==> src/rtl/aeses_pkg.sv <==
// Shared definitions for the AESES UART command controller: key mode codes,
// control-byte field positions, controller state encoding and frame sizes.
package aeses_pkg;

   localparam int KEY_BYTES = 32;
   localparam int BLK_BYTES = 16;

   localparam logic [1:0] KEY_128 = 2'b00;
   localparam logic [1:0] KEY_192 = 2'b01;
   localparam logic [1:0] KEY_256 = 2'b10;

   localparam int CTRL_K_BIT   = 7;
   localparam int CTRL_MODE_HI = 6;
   localparam int CTRL_MODE_LO = 5;
   localparam int CTRL_G_BIT   = 4;
   localparam int CTRL_E_BIT   = 3;

   typedef enum logic [2:0] {
      ST_IDLE      = 3'd0,
      ST_KEY_RX    = 3'd1,
      ST_KEY_START = 3'd2,
      ST_KEY_WAIT  = 3'd3,
      ST_DATA_RX   = 3'd4,
      ST_OP_START  = 3'd5,
      ST_OP_WAIT   = 3'd6,
      ST_TX_SEND   = 3'd7
   } state_t;

   function automatic logic mode_ok(input logic [1:0] m);
      return (m == KEY_128) || (m == KEY_192) || (m == KEY_256);
   endfunction

   // Key frame: K set, G/E/reserved clear, legal mode.
   function automatic logic ctrl_is_key(input logic [7:0] b);
      return b[CTRL_K_BIT] && (b[4:0] == 5'd0) && mode_ok(b[CTRL_MODE_HI:CTRL_MODE_LO]);
   endfunction

   // Op frame: K clear, G set, reserved clear, legal mode.
   function automatic logic ctrl_is_op(input logic [7:0] b);
      return !b[CTRL_K_BIT] && b[CTRL_G_BIT] && (b[2:0] == 3'd0) &&
             mode_ok(b[CTRL_MODE_HI:CTRL_MODE_LO]);
   endfunction

endpackage

==> src/rtl/aeses_byte_serializer.sv <==
// Loads a 128-bit word and emits it MSB byte first over a valid/ready byte
// interface; o_last flags the cycle in which the 16th byte is accepted.
module aeses_byte_serializer (
   input  logic         clk,
   input  logic         rst,
   input  logic         i_load,
   input  logic [127:0] i_data,
   input  logic         i_ready,
   output logic [7:0]   o_data,
   output logic         o_valid,
   output logic         o_last
);

   logic [127:0] r_shift;
   logic [3:0]   r_cnt;
   logic         r_valid;

   // Capture the word on load, then shift one byte out per accepted transfer.
   always_ff @(posedge clk or posedge rst) begin
      if (rst) begin
         r_shift <= 128'd0;
         r_cnt   <= 4'd0;
         r_valid <= 1'b0;
      end else if (i_load) begin
         r_shift <= i_data;
         r_cnt   <= 4'd0;
         r_valid <= 1'b1;
      end else if (r_valid && i_ready) begin
         r_shift <= {r_shift[119:0], 8'h00};
         r_cnt   <= r_cnt + 4'd1;
         if (r_cnt == 4'd15) begin
            r_valid <= 1'b0;
         end
      end
   end

   assign o_data  = r_shift[127:120];
   assign o_valid = r_valid;
   assign o_last  = r_valid && i_ready && (r_cnt == 4'd15);

endmodule

==> src/rtl/aeses_uart_cmd_ctrl.sv <==
// Command/framing controller between the UART byte stream and the AESES core:
// decodes control bytes, assembles keys and blocks, launches the core and
// returns the 16-byte result through aeses_byte_serializer.
// Optional inter-byte timeout: define AESES_RX_TIMEOUT_EN.
module aeses_uart_cmd_ctrl
   import aeses_pkg::*;
#(
   parameter int KEY_BYTES      = aeses_pkg::KEY_BYTES,
   parameter int BLK_BYTES      = aeses_pkg::BLK_BYTES,
   parameter int TIMEOUT_CYCLES = 1048576
) (
   input  logic         clk,
   input  logic         rst,
   input  logic [7:0]   rx_data,
   input  logic         rx_valid,
   output logic [7:0]   tx_data,
   output logic         tx_valid,
   input  logic         tx_ready,
   output logic [255:0] key_o,
   output logic [1:0]   key_mode_o,
   output logic         key_start_o,
   input  logic         key_done_i,
   output logic [127:0] blk_o,
   output logic         enc_o,
   output logic         op_start_o,
   input  logic         res_valid_i,
   input  logic [127:0] res_i,
   output logic         key_loaded_o,
   output logic         busy_o,
   output logic         err_o
);

   localparam logic [5:0] KEY_LAST = 6'(KEY_BYTES - 1);
   localparam logic [5:0] BLK_LAST = 6'(BLK_BYTES - 1);

   state_t         r_state;
   logic [5:0]     r_cnt;
   logic [255:0]   r_key;
   logic [127:0]   r_blk;
   logic [1:0]     r_key_mode;
   logic [1:0]     r_op_mode;
   logic           r_enc;
   logic           r_key_start;
   logic           r_op_start;
   logic           r_key_loaded;
   logic           r_err;
   logic           w_ser_load;
   logic           w_ser_last;
   logic           w_in_frame;
   logic           w_timeout;

   assign w_in_frame = (r_state == ST_KEY_RX) || (r_state == ST_DATA_RX);
   assign w_ser_load = (r_state == ST_OP_WAIT) && res_valid_i;

`ifdef AESES_RX_TIMEOUT_EN
   localparam logic [31:0] TIMEOUT_LAST = 32'(TIMEOUT_CYCLES - 1);
   logic [31:0] r_gap;

   assign w_timeout = w_in_frame && !rx_valid && (r_gap == TIMEOUT_LAST);

   // Inter-byte gap counter: restarts on every byte and whenever no frame is open.
   always_ff @(posedge clk or posedge rst) begin
      if (rst) begin
         r_gap <= 32'd0;
      end else if (w_in_frame && !rx_valid && !w_timeout) begin
         r_gap <= r_gap + 32'd1;
      end else begin
         r_gap <= 32'd0;
      end
   end
`else
   logic w_unused_timeout;
   assign w_unused_timeout = (TIMEOUT_CYCLES != 32'sd0);
   assign w_timeout        = 1'b0;
`endif

   // Frame sequencing FSM with registered start/error pulses.
   always_ff @(posedge clk or posedge rst) begin
      if (rst) begin
         r_state      <= ST_IDLE;
         r_cnt        <= 6'd0;
         r_key        <= 256'd0;
         r_blk        <= 128'd0;
         r_key_mode   <= 2'b00;
         r_op_mode    <= 2'b00;
         r_enc        <= 1'b0;
         r_key_start  <= 1'b0;
         r_op_start   <= 1'b0;
         r_key_loaded <= 1'b0;
         r_err        <= 1'b0;
      end else begin
         r_key_start <= 1'b0;
         r_op_start  <= 1'b0;
         r_err       <= 1'b0;
         case (r_state)
            ST_IDLE: begin
               if (rx_valid) begin
                  if (ctrl_is_key(rx_data)) begin
                     r_key_mode <= rx_data[CTRL_MODE_HI:CTRL_MODE_LO];
                     r_cnt      <= 6'd0;
                     r_state    <= ST_KEY_RX;
                  end else if (ctrl_is_op(rx_data)) begin
                     r_op_mode <= rx_data[CTRL_MODE_HI:CTRL_MODE_LO];
                     r_enc     <= rx_data[CTRL_E_BIT];
                     r_cnt     <= 6'd0;
                     r_state   <= ST_DATA_RX;
                  end else begin
                     r_err <= 1'b1;
                  end
               end
            end
            ST_KEY_RX: begin
               if (rx_valid) begin
                  r_key <= {r_key[247:0], rx_data};
                  if (r_cnt == KEY_LAST) begin
                     r_cnt        <= 6'd0;
                     r_key_start  <= 1'b1;
                     r_key_loaded <= 1'b0;
                     r_state      <= ST_KEY_START;
                  end else begin
                     r_cnt <= r_cnt + 6'd1;
                  end
               end else if (w_timeout) begin
                  r_cnt   <= 6'd0;
                  r_err   <= 1'b1;
                  r_state <= ST_IDLE;
               end
            end
            ST_KEY_START: begin
               r_err   <= rx_valid;
               r_state <= ST_KEY_WAIT;
            end
            ST_KEY_WAIT: begin
               r_err <= rx_valid;
               if (key_done_i) begin
                  r_key_loaded <= 1'b1;
                  r_state      <= ST_IDLE;
               end
            end
            ST_DATA_RX: begin
               if (rx_valid) begin
                  r_blk <= {r_blk[119:0], rx_data};
                  if (r_cnt == BLK_LAST) begin
                     r_cnt <= 6'd0;
                     // Block is always consumed; only a matching loaded key launches it.
                     if (r_key_loaded && (r_op_mode == r_key_mode)) begin
                        r_op_start <= 1'b1;
                        r_state    <= ST_OP_START;
                     end else begin
                        r_err   <= 1'b1;
                        r_state <= ST_IDLE;
                     end
                  end else begin
                     r_cnt <= r_cnt + 6'd1;
                  end
               end else if (w_timeout) begin
                  r_cnt   <= 6'd0;
                  r_err   <= 1'b1;
                  r_state <= ST_IDLE;
               end
            end
            ST_OP_START: begin
               r_err   <= rx_valid;
               r_state <= ST_OP_WAIT;
            end
            ST_OP_WAIT: begin
               r_err <= rx_valid;
               if (res_valid_i) begin
                  r_state <= ST_TX_SEND;
               end
            end
            ST_TX_SEND: begin
               r_err <= rx_valid;
               if (w_ser_last) begin
                  r_state <= ST_IDLE;
               end
            end
            default: begin
               r_state <= ST_IDLE;
            end
         endcase
      end
   end

   aeses_byte_serializer u_ser (
      .clk     (clk),
      .rst     (rst),
      .i_load  (w_ser_load),
      .i_data  (res_i),
      .i_ready (tx_ready),
      .o_data  (tx_data),
      .o_valid (tx_valid),
      .o_last  (w_ser_last)
   );

   assign key_o        = r_key;
   assign key_mode_o   = r_key_mode;
   assign key_start_o  = r_key_start;
   assign blk_o        = r_blk;
   assign enc_o        = r_enc;
   assign op_start_o   = r_op_start;
   assign key_loaded_o = r_key_loaded;
   assign busy_o       = (r_state != ST_IDLE);
   assign err_o        = r_err;

endmodule

==> config.mk <==
export PLATFORM = sky130hd
export DESIGN_NAME = aeses_uart_cmd_ctrl
export DESIGN_NICKNAME = d
export VERILOG_FILES = /design/src/rtl/aeses_pkg.sv /design/src/rtl/aeses_byte_serializer.sv /design/src/rtl/aeses_uart_cmd_ctrl.sv
export SDC_FILE = /design/constraint.sdc
export NUM_CORES = 1
export LEC_CHECK = 0
export BUFFER_PORTS_ARGS = -buffer_cell sky130_fd_sc_hd__clkbuf_2
export CORE_MARGIN = 4
export CORE_UTILIZATION = 48
export CTS_CLUSTER_DIAMETER = 30
export DETAILED_ROUTE_END_ITERATION = 12
export PLACE_DENSITY_LB_ADDON = 0.3
export SYNTH_ARGS = -nofsm -noshare
export SYNTH_HDL_FRONTEND = slang
export SYNTH_SLANG_ARGS = --single-unit
==> constraint.sdc <==
create_clock -name clk -period 15.73 [get_ports clk]
set_input_delay 1.573 -clock clk [delete_from_list [all_inputs] [get_ports clk]]
set_output_delay 1.573 -clock clk [all_outputs]
set_load 0.05 [all_outputs]
==> results of run 1 <==
==> worst max path at each step <==
stage / slack, ps / startpoint / endpoint / cells after the start
finish: 12000 / r_state[0] / busy_o / 5
global route: 11610 / rst / u_ser.r_shift[98] / 4
CTS: 11970 / r_state[0] / busy_o / 5
detailed placement: 11330 / rst / key_o[243] / 4
global placement: 11410 / rst / u_ser.r_shift[122] / 4
floorplan: 6880 / rst / blk_o[0] / 1
==> cells by family (layout without fill, tap and decap cells) <==
logic type	count (synthesis)	after routing	share of synthesized area, %
buffers and inverters	105	756	2.25
flip-flops	535	535	62.8
multiplexers	515	515	26.6
XOR/XNOR	5	5	0.205
adder cells (fa/ha/maj)	8	8	0.469
AND/OR/NAND/NOR	189	189	3.76
other	0	1	0
AO/OA/AOI/OAI	156	156	3.97
==> stage by stage <==
step | util, % | hold WS (ps)
CTS | 64.6 | 504
global route | 64.6 | 518
global placement | 56.3 | 485
floorplan | - | 472
detailed placement | 56.3 | 494
finish | 64.6 | 501
==> flip-flops by register name (all words and copies together), names as in the netlist, 2 cells and up <==
name / cells
blk_o: 128
key_mode_o: 2
key_o: 256
r_cnt: 6
r_op_mode: 2
r_state: 3
u_ser.r_cnt: 4
u_ser.r_shift: 128
==> critical path, cell delays in order, from the launching register on <==
cell and delay [ps]:
dfrtp_1 410, inv_1 150, ha_1 260, nor2b_1 370, inv_1 70, clkbuf_2 260
==> cell usage after synthesis, drive strengths merged <==
| library cell | count | area [µm²] |
|---|---|---|
| dfrtp | 535 | 13400 |
| mux2 | 391 | 4410 |
| nand2 | 150 | 563 |
| o21ai | 134 | 674 |
| mux2i | 124 | 1250 |
| buf | 58 | 304 |
| clkbuf | 39 | 146 |
| a21oi | 9 | 48.8 |
| ha | 8 | 100 |
| inv | 8 | 30.0 |
| nor2 | 8 | 30.0 |
| nand3 | 6 | 30.0 |
| nor2b | 4 | 25.0 |
| and2 | 3 | 18.8 |
| and3 | 3 | 18.8 |
| nand4 | 3 | 18.8 |
| xnor2 | 3 | 26.3 |
| a2111oi | 2 | 36.3 |
| and4 | 2 | 17.5 |
| and4b | 2 | 20.0 |
| nand2b | 2 | 12.5 |
| nor3b | 2 | 15.0 |
| nor4 | 2 | 12.5 |
| o22ai | 2 | 12.5 |
| xor2 | 2 | 17.5 |
| a2111o | 1 | 11.3 |
| a211o | 1 | 8.76 |
| a211oi | 1 | 7.51 |
| a21boi | 1 | 7.51 |
| a21o | 1 | 7.51 |
| a22o | 1 | 8.76 |
| nor3 | 1 | 5.00 |
| o21a | 1 | 7.51 |
| o21bai | 1 | 7.51 |
| o2bb2ai | 1 | 8.76 |
| or4b | 1 | 13.8 |
==> per-layer routing <==
| metal | wire length, µm | vias to the layer above |
|---|---|---|
| met5 | 25 | - |
| met4 | 1700 | 4 |
| met3 | 4460 | 93 |
| met2 | 27300 | 429 |
| met1 | 20200 | 7052 |
| li1 | - | 6492 |
==> area by class of cell <==
cell class                 instances  area [µm²]  area share [%]
sequential                       535       13400            47.7
multi-input combinational        873        7480            26.6
clock buffer                     129        2840            10.1
timing repair buffer             556        2830            10.1
clock inverter                    63         781            2.78
tap                              585         732            2.61
inverter                           8        33.8           0.120
antenna                            1        2.50         0.00891
==> report_power, final <==
| group | switching, µW | total [µW] | internal, µW | leakage, µW |
|---|---|---|---|---|
| registers | 215 | 1890 | 1670 | 0.00720 |
| logic | 963 | 1410 | 446 | 0.00596 |
| clock network | 739 | 2210 | 1470 | 0.00175 |
==> results.cfg, run 1 <==
[global_route]
busiest_layer = met2
grt_start_max_net_pins = 186
grt_pass1_wl_mm = 83.9
track_usage_pct = 22.3
grt-ovfl-total = 0
grt_pass1_vias = 15100
antenna_found_initial = 3
globalRouteMet1Util_pct = 25.3
use_met3_pct = 8.13
gr-usage-met2_pct = 38.1

[clocking]
cts.sinks = 535
clockBufferDepth = 3
cts.repair.resized = 0
cts-hold-fix-buffers = 0
clkTransAtPathRegs_ps = 50
insertion_delay_ps = 640
post_cts_buffers = 0
cts_htree_levels = 3
cts_root_buffer = clkbuf_16
numCtsBuffers = 102
cts_tree = done

[synthesis]
synth_fp_nets = 1663
synth_area_um2 = 21300
ys_seq_area_share_pct = 62.8
synth_cells = 1513
yosysWarnings = 0
synth_seq_cells = 535
ys_types = 44
syn_area_per_cell_um2 = 14.1

[finish]
drive_gt1_share_pct = 52.7
final_cell_mix = 542 x clkbuf_2, 535 x dfrtp_1, 389 x mux2_2
areaGrowthSynthToFinish_pct = 31.7
nNetsFinal = 2226
fillers = 3206
mostFrequentLayoutCell = clkbuf_2
fin_area_um2 = 28100
finalNonFillerCells = 2750

[routing]
drt_iter0_markers = 760
finalWirelength_mm = 53.7
ant_nets = 0
viasPerCell = 5.12
drt_pre_antenna_iters = 5
drc = 0
vias = 14100
wl_per_cell_um = 19.5

[timing]
setup_viol_count_final = 0
min_period_ps = 3730
max_freq_mhz = 268
max_slew.worst_pin.slew_ps = 1140
post-route-period-util_pct = 23.7
hold_violations = 0
finalSetupTns_ps = 0
relSlewSlack_pct = 23.7
finalClockSkew_ps = 19.9
layout_setup_ws_ps = 12000
rsz0062_at_grt = false
final_max_slew_viol_count = 0

[worst_setup_path]
regToRegSetupSlack_ps = 12120
crit_type = register to primary output
timing.reg2reg.worst_path_depth = 7
cp_max_fo = 5
end_kind = primary output
r2r_start = r_state[1]
cp.required_ps = 14160
reg2reg_to = key_o[225]
crit_path_start_kind = register
arrival_ps = 2160

[floorplanning]
core_um2 = 43500
num_rows = 76
die_w_um = 219
die_height_um = 219
dieArea_um2 = 47900
initial_core_util_pct = 49.1
io_pins = 543

[worst_hold_path]
min_path_type = register to register
hold-path-endpoint = key_o[250]
holdPathStages = 1
worst_hold_startpoint = key_o[250]

[placement]
io_buffers = 542
dp_hpwl_mm = 37.5
dpl-instance-area_um2 = 24500
place.detailed.instances = 2557
place.gp.congestion = 0.844
pre_cts_ws_ps = 11330

[job]
cap_violations = 0

[pwr]
p_leak_uw = 0.0149
p_per_area_nw_per_um2 = 196
ir_drop_v = 0.000192
total_power_uw = 5510

[outcome]
outcome = complete, no violations
(Power assumes the default switching activity.)
==> inputs of run 2 (changes only) <==
Clock period 15.73 ns to 3.3 ns, I/O delays scaled along.
==> run 2 against run 1 <==
Combinational power increased to 5.0 times the previous value; clock skew down 4.0 ps; final cell count increased by 5.9%; critical path depth increased by 2; wire length grew 12%; register-to-register slack got worse by 11000 ps; sequential share of layout area down 2.8 points; cell area increased by 6.3%; sequential power grew to 4.8 times the previous value; utilization grew 4.1 points; largest power group unchanged.
==> results.cfg, run 2 (same netlist as run 1, synthesis figures left out) <==
[global_route]
grt-ovfl-total = 0
grt_start_max_net_pins = 143
antenna_found_initial = 2
grt_pass1_wl_mm = 93.2
track_usage_pct = 24.9
grt_pass1_vias = 16300

[finish]
nNetsFinal = 2378
final_cell_mix = 542 x clkbuf_2, 535 x dfrtp_1, 389 x mux2_2
mostFrequentLayoutCell = clkbuf_2
final_util_pct = 68.7
largest_reg_flops = 256
fillers = 2964
finalNonFillerCells = 2913
drive_gt1_share_pct = 49.9
areaGrowthSynthToFinish_pct = 40.1

[clocking]
post_cts_buffers = 0
cts_root_buffer = clkbuf_16
insertion_delay_ps = 630
clkTransAtPathRegs_ps = 50
numCtsBuffers = 107
cts_tree = done
cts.sinks = 535
cts_htree_levels = 3
cts.repair.resized = 0
clockBufferDepth = 3

[timing]
max_slew.worst_pin.slew_ps = 966
setup_viol_count_final = 0
relSlewSlack_pct = 35.6
layout_setup_ws_ps = 660
max_freq_mhz = 379
finalClockSkew_ps = 15.9
final_max_slew_viol_count = 0
rsz0062_at_grt = false
post-route-period-util_pct = 80.0
hold_slack_ps = 54.7
hold_violations = 0
min_period_ps = 2640

[worst_setup_path]
r2r_start = r_state[1]
arrival_ps = 3140
regToRegSetupSlack_ps = 660
reg2reg_to = key_o[121]
cp_max_fo = 26
crit_type = register to register
timing.reg2reg.worst_path_depth = 7
cp_slowest_cell = nor2b_1
path_cells = inv_1 > ha_1 > nor2b_1 > nand2_4 > buf_12 > buf_4 > mux2_2
end_kind = register
cp.required_ps = 3800
cp-startpoint = r_state[1]
crit_path_start_kind = register
max_stage_delay_ps = 540

[routing]
wl_per_cell_um = 20.6
vias = 15200
drt_iter0_markers = 969
viasPerCell = 5.23
ant_nets = 0
drc = 0
drt_pre_antenna_iters = 5
finalWirelength_mm = 60.2

[outcome]
outcome = complete, no violations

[worst_hold_path]
holdPathStages = 2
hold-path-endpoint = key_o[0]
min_path_type = input pin to register
worst_hold_startpoint = rx_data[0]

[floorplanning]
dieArea_um2 = 47900
io_pins = 543
num_rows = 76
initial_core_util_pct = 49.1
die_height_um = 219
core_um2 = 43500
die_w_um = 219

[pwr]
total_power_uw = 27200
p_leak_uw = 0.0157
ir_drop_v = 0.000858
p_per_area_nw_per_um2 = 912

[placement]
pre_cts_ws_ps = 674
dp_hpwl_mm = 39.0
place.gp.congestion = 0.864
io_buffers = 542
place.detailed.instances = 2573

[job]
cap_violations = 0
run 2: cell count changes in the layout (fill, tap and decap cells not counted), sizes merged:
cell / change
bufinv: +6
diode: +6
inv: +2
clkbuf: +7
clkinvlp: +3
dlygate4sd3: +131
clkinv: -8
buf: +16
run 2: final cells by class:
class,count,area (µm²),area share (%)
multi-input cells,873,7480,25.0
flip-flops and latches,535,13400,44.8
repair buffers,703,4440,14.9
diodes,7,17.5,0.0586
clock buffers,136,2920,9.76
inverters,8,33.8,0.113
clock inverters,66,866,2.90
well taps,585,732,2.45
run 2: metrics by stage:
step / setup TNS [ps] / instance area [µm²]
6_report: 0 / 29900
5_1_grt: 0 / 29900
4_1_cts: 0 / 29900
3_5_place_dp: 0 / 24800
3_3_place_gp: 0 / 24800
2_1_floorplan: -2302660 / 21300
run 2: where the power goes:
part	internal, µW	switching [µW]
Clock	7570	3560
Combinational	2300	4740
Sequential	7980	1080
run 2: worst max path at each step:
stage	end	slack (ps)	cells after the start
floorplan	blk_o[0]	-4300	1
global placement	key_o[116]	770	7
detailed placement	key_o[131]	670	7
CTS	key_o[132]	660	7
global route	key_o[129]	480	7
finish	key_o[121]	660	7
run 2: repair_timing:
| item | CTS | global route |
|---|---|---|
| setup endpoints to repair | 0 | 0 |
| hold buffers | 131 | 0 |
| hold endpoints to repair | 141 | 0 |
run 2: per-layer routing:
metal	track usage, %	vias to the layer above	part of all wire, %
met5	0	-	0.023
met4	12.3	2	4.4
met3	8.03	182	7.7
met2	43.2	601	52
met1	27.6	7656	36
li1	-	6800	-
run 2: worst max-delay path: cells and delay by family, from the launching register on:
family	cells	cell delay (ps)
AND/OR/NAND/NOR	2	890
buffers and inverters	3	630
adder cells (fa/ha/maj)	1	260
flip-flops	1	420
multiplexers	1	290
==> inputs of run 3 (changes only) <==
Clock period 3.3 ns to 2.34 ns, I/O delays scaled along.
==> run 3 against run 2 <==
Wire length grew 1.1%; non-clock buffer count grew 22; sequential share of layout area shrank 0.35 points; hold slack lost 7.6 ps; highest routed layer is now met4; final cell count grew 0.93%.
==> results.cfg, run 3 (same netlist as run 1, synthesis figures left out) <==
[outcome]
outcome = complete, no violations

[floorplanning]
io_pins = 543
dieArea_um2 = 47900
num_rows = 76
die_height_um = 219
die_w_um = 219
initial_core_util_pct = 49.1
core_um2 = 43500

[worst_hold_path]
min_path_type = input pin to register
holdPathStages = 5
worst_hold_startpoint = key_done_i
hold-path-endpoint = key_loaded_o

[global_route]
track_usage_pct = 25.1
grt_start_max_net_pins = 155
grt_pass1_wl_mm = 94.1
grt-ovfl-total = 0
grt_pass1_vias = 16400
antenna_found_initial = 5

[clocking]
clkTransAtPathRegs_ps = 40
cts_root_buffer = clkbuf_16
numCtsBuffers = 108
cts_tree = done
cts_htree_levels = 3
clockBufferDepth = 3
cts.sinks = 535
insertion_delay_ps = 630

[routing]
ant_nets = 0
drt_pre_antenna_iters = 7
drc = 0
drt_iter0_markers = 949
wl_per_cell_um = 20.7
finalWirelength_mm = 60.8
viasPerCell = 5.22
vias = 15300

[pwr]
p_leak_uw = 0.0158
ir_drop_v = 0.00111
p_clk_share_pct = 40.1
switching_share_pct = 34.6
combPwrFrac_pct = 26.6
p_per_area_nw_per_um2 = 1270
internal-power_uw = 25100
power.switching_uw = 13300
seqPwrFrac_pct = 33.3

[timing]
finalClockSkew_ps = 24.6
rsz0062_at_grt = false
relSlewSlack_pct = 52.3
final_max_slew_viol_count = 0
hold_violations = 0
max_slew.worst_pin.slew_ps = 715
post-route-period-util_pct = 95.1
min_period_ps = 2230
setup_viol_count_final = 0
hold_slack_ps = 47.1
max_freq_mhz = 449

[finish]
largest_reg_flops = 256
final_util_pct = 69.3
final_cell_mix = 542 x clkbuf_2, 535 x dfrtp_1, 389 x mux2_2
areaGrowthSynthToFinish_pct = 41.2
drive_gt1_share_pct = 50.4
mostFrequentLayoutCell = clkbuf_2
nNetsFinal = 2401

[worst_setup_path]
cp_slowest_cell = or4b_4
regToRegSetupSlack_ps = 110
crit_type = register to register
crit_path_start_kind = register
r2r_start = r_state[1]
cp_max_fo = 6
end_kind = register
arrival_ps = 2720
path_cells = inv_1 > ha_1 > nor2b_1 > buf_4 > mux2i_4 > a21oi_1 > or4b_4 > mux2_4
max_stage_delay_ps = 570
cp.required_ps = 2830
reg2reg_to = r_state[2]
timing.reg2reg.worst_path_depth = 8

[placement]
io_buffers = 542
place.gp.congestion = 0.854
dp_hpwl_mm = 39.1

[job]
cap_violations = 0
-- run 3: critical path: cells and delay by family (launching register included) --
| family | cells | cell delay (ps) |
|---|---|---|
| multiplexers | 2 | 450 |
| buffers and inverters | 2 | 260 |
| adder cells (fa/ha/maj) | 1 | 190 |
| AO/OA/AOI/OAI | 1 | 120 |
| flip-flops | 1 | 340 |
| AND/OR/NAND/NOR | 2 | 740 |
-- run 3: layout make-up --
cell class | instances | area, µm²
clock buffers | 147 | 3140
fillers | 2892 | 13400
flip-flops and latches | 535 | 13400
multi-input cells | 873 | 7490
diodes | 12 | 30.0
repair buffers | 725 | 4680
inverters | 8 | 33.8
well taps | 585 | 732
clock inverters | 55 | 611
-- run 3: layer usage --
metal	up-vias	GRT usage, %	wire length [µm]
met3	185	7.30	4560
met1	7687	28.5	22000
li1	6868	-	-
met4	0	12.8	2820
met5	-	0	0
met2	605	43.2	31400
-- run 3: power by group through the flow --
stage | clock network [µW] | registers [µW] | logic, µW
6_report | 15400 | 12800 | 10200
5_1_grt | 16200 | 13000 | 10800
4_1_cts | 15600 | 12700 | 10100
3_5_place_dp | 0 | 12800 | 9820
3_3_place_gp | 0 | 12700 | 9640
2_1_floorplan | 0 | 15600 | 4340
-- run 3: worst max-delay path by stage --
| stage | start | to | slack [ps] | cells past startpoint |
|---|---|---|---|---|
| 2_1_floorplan | rst | blk_o[0] | -5170 | 1 |
| 6_report | r_state[1] | r_state[2] | 110 | 8 |
| 3_3_place_gp | r_state[0] | r_state[1] | 140 | 7 |
| 5_1_grt | r_state[1] | r_state[2] | 10 | 8 |
| 4_1_cts | r_state[0] | busy_o | 70 | 5 |
| 3_5_place_dp | r_state[0] | r_state[2] | 80 | 7 |
-- run 3: through the flow --
step / worst slack [ps] / power, µW / TNS [ps] / cells / cell area, µm²
finish: 114 / 38400 / 0 / 2940 / 30100
global placement: 142 / 22300 / 0 / 2587 / 24900
floorplan: -5170 / 19900 / -2764900 / 1513 / 21300
global route: 11.4 / 40000 / 0 / 2934 / 30100
detailed placement: 82.2 / 22600 / 0 / 2587 / 24900
CTS: 73.1 / 38300 / 0 / 2926 / 30100
-- run 3: what timing repair did --
action                                  CTS  global route
gates resized for setup                   1             2
setup buffers                             0             2
hold buffers                            137             0
endpoints found under the setup margin    1             3
hold endpoints to repair                220             0
pin swaps                                 0             1
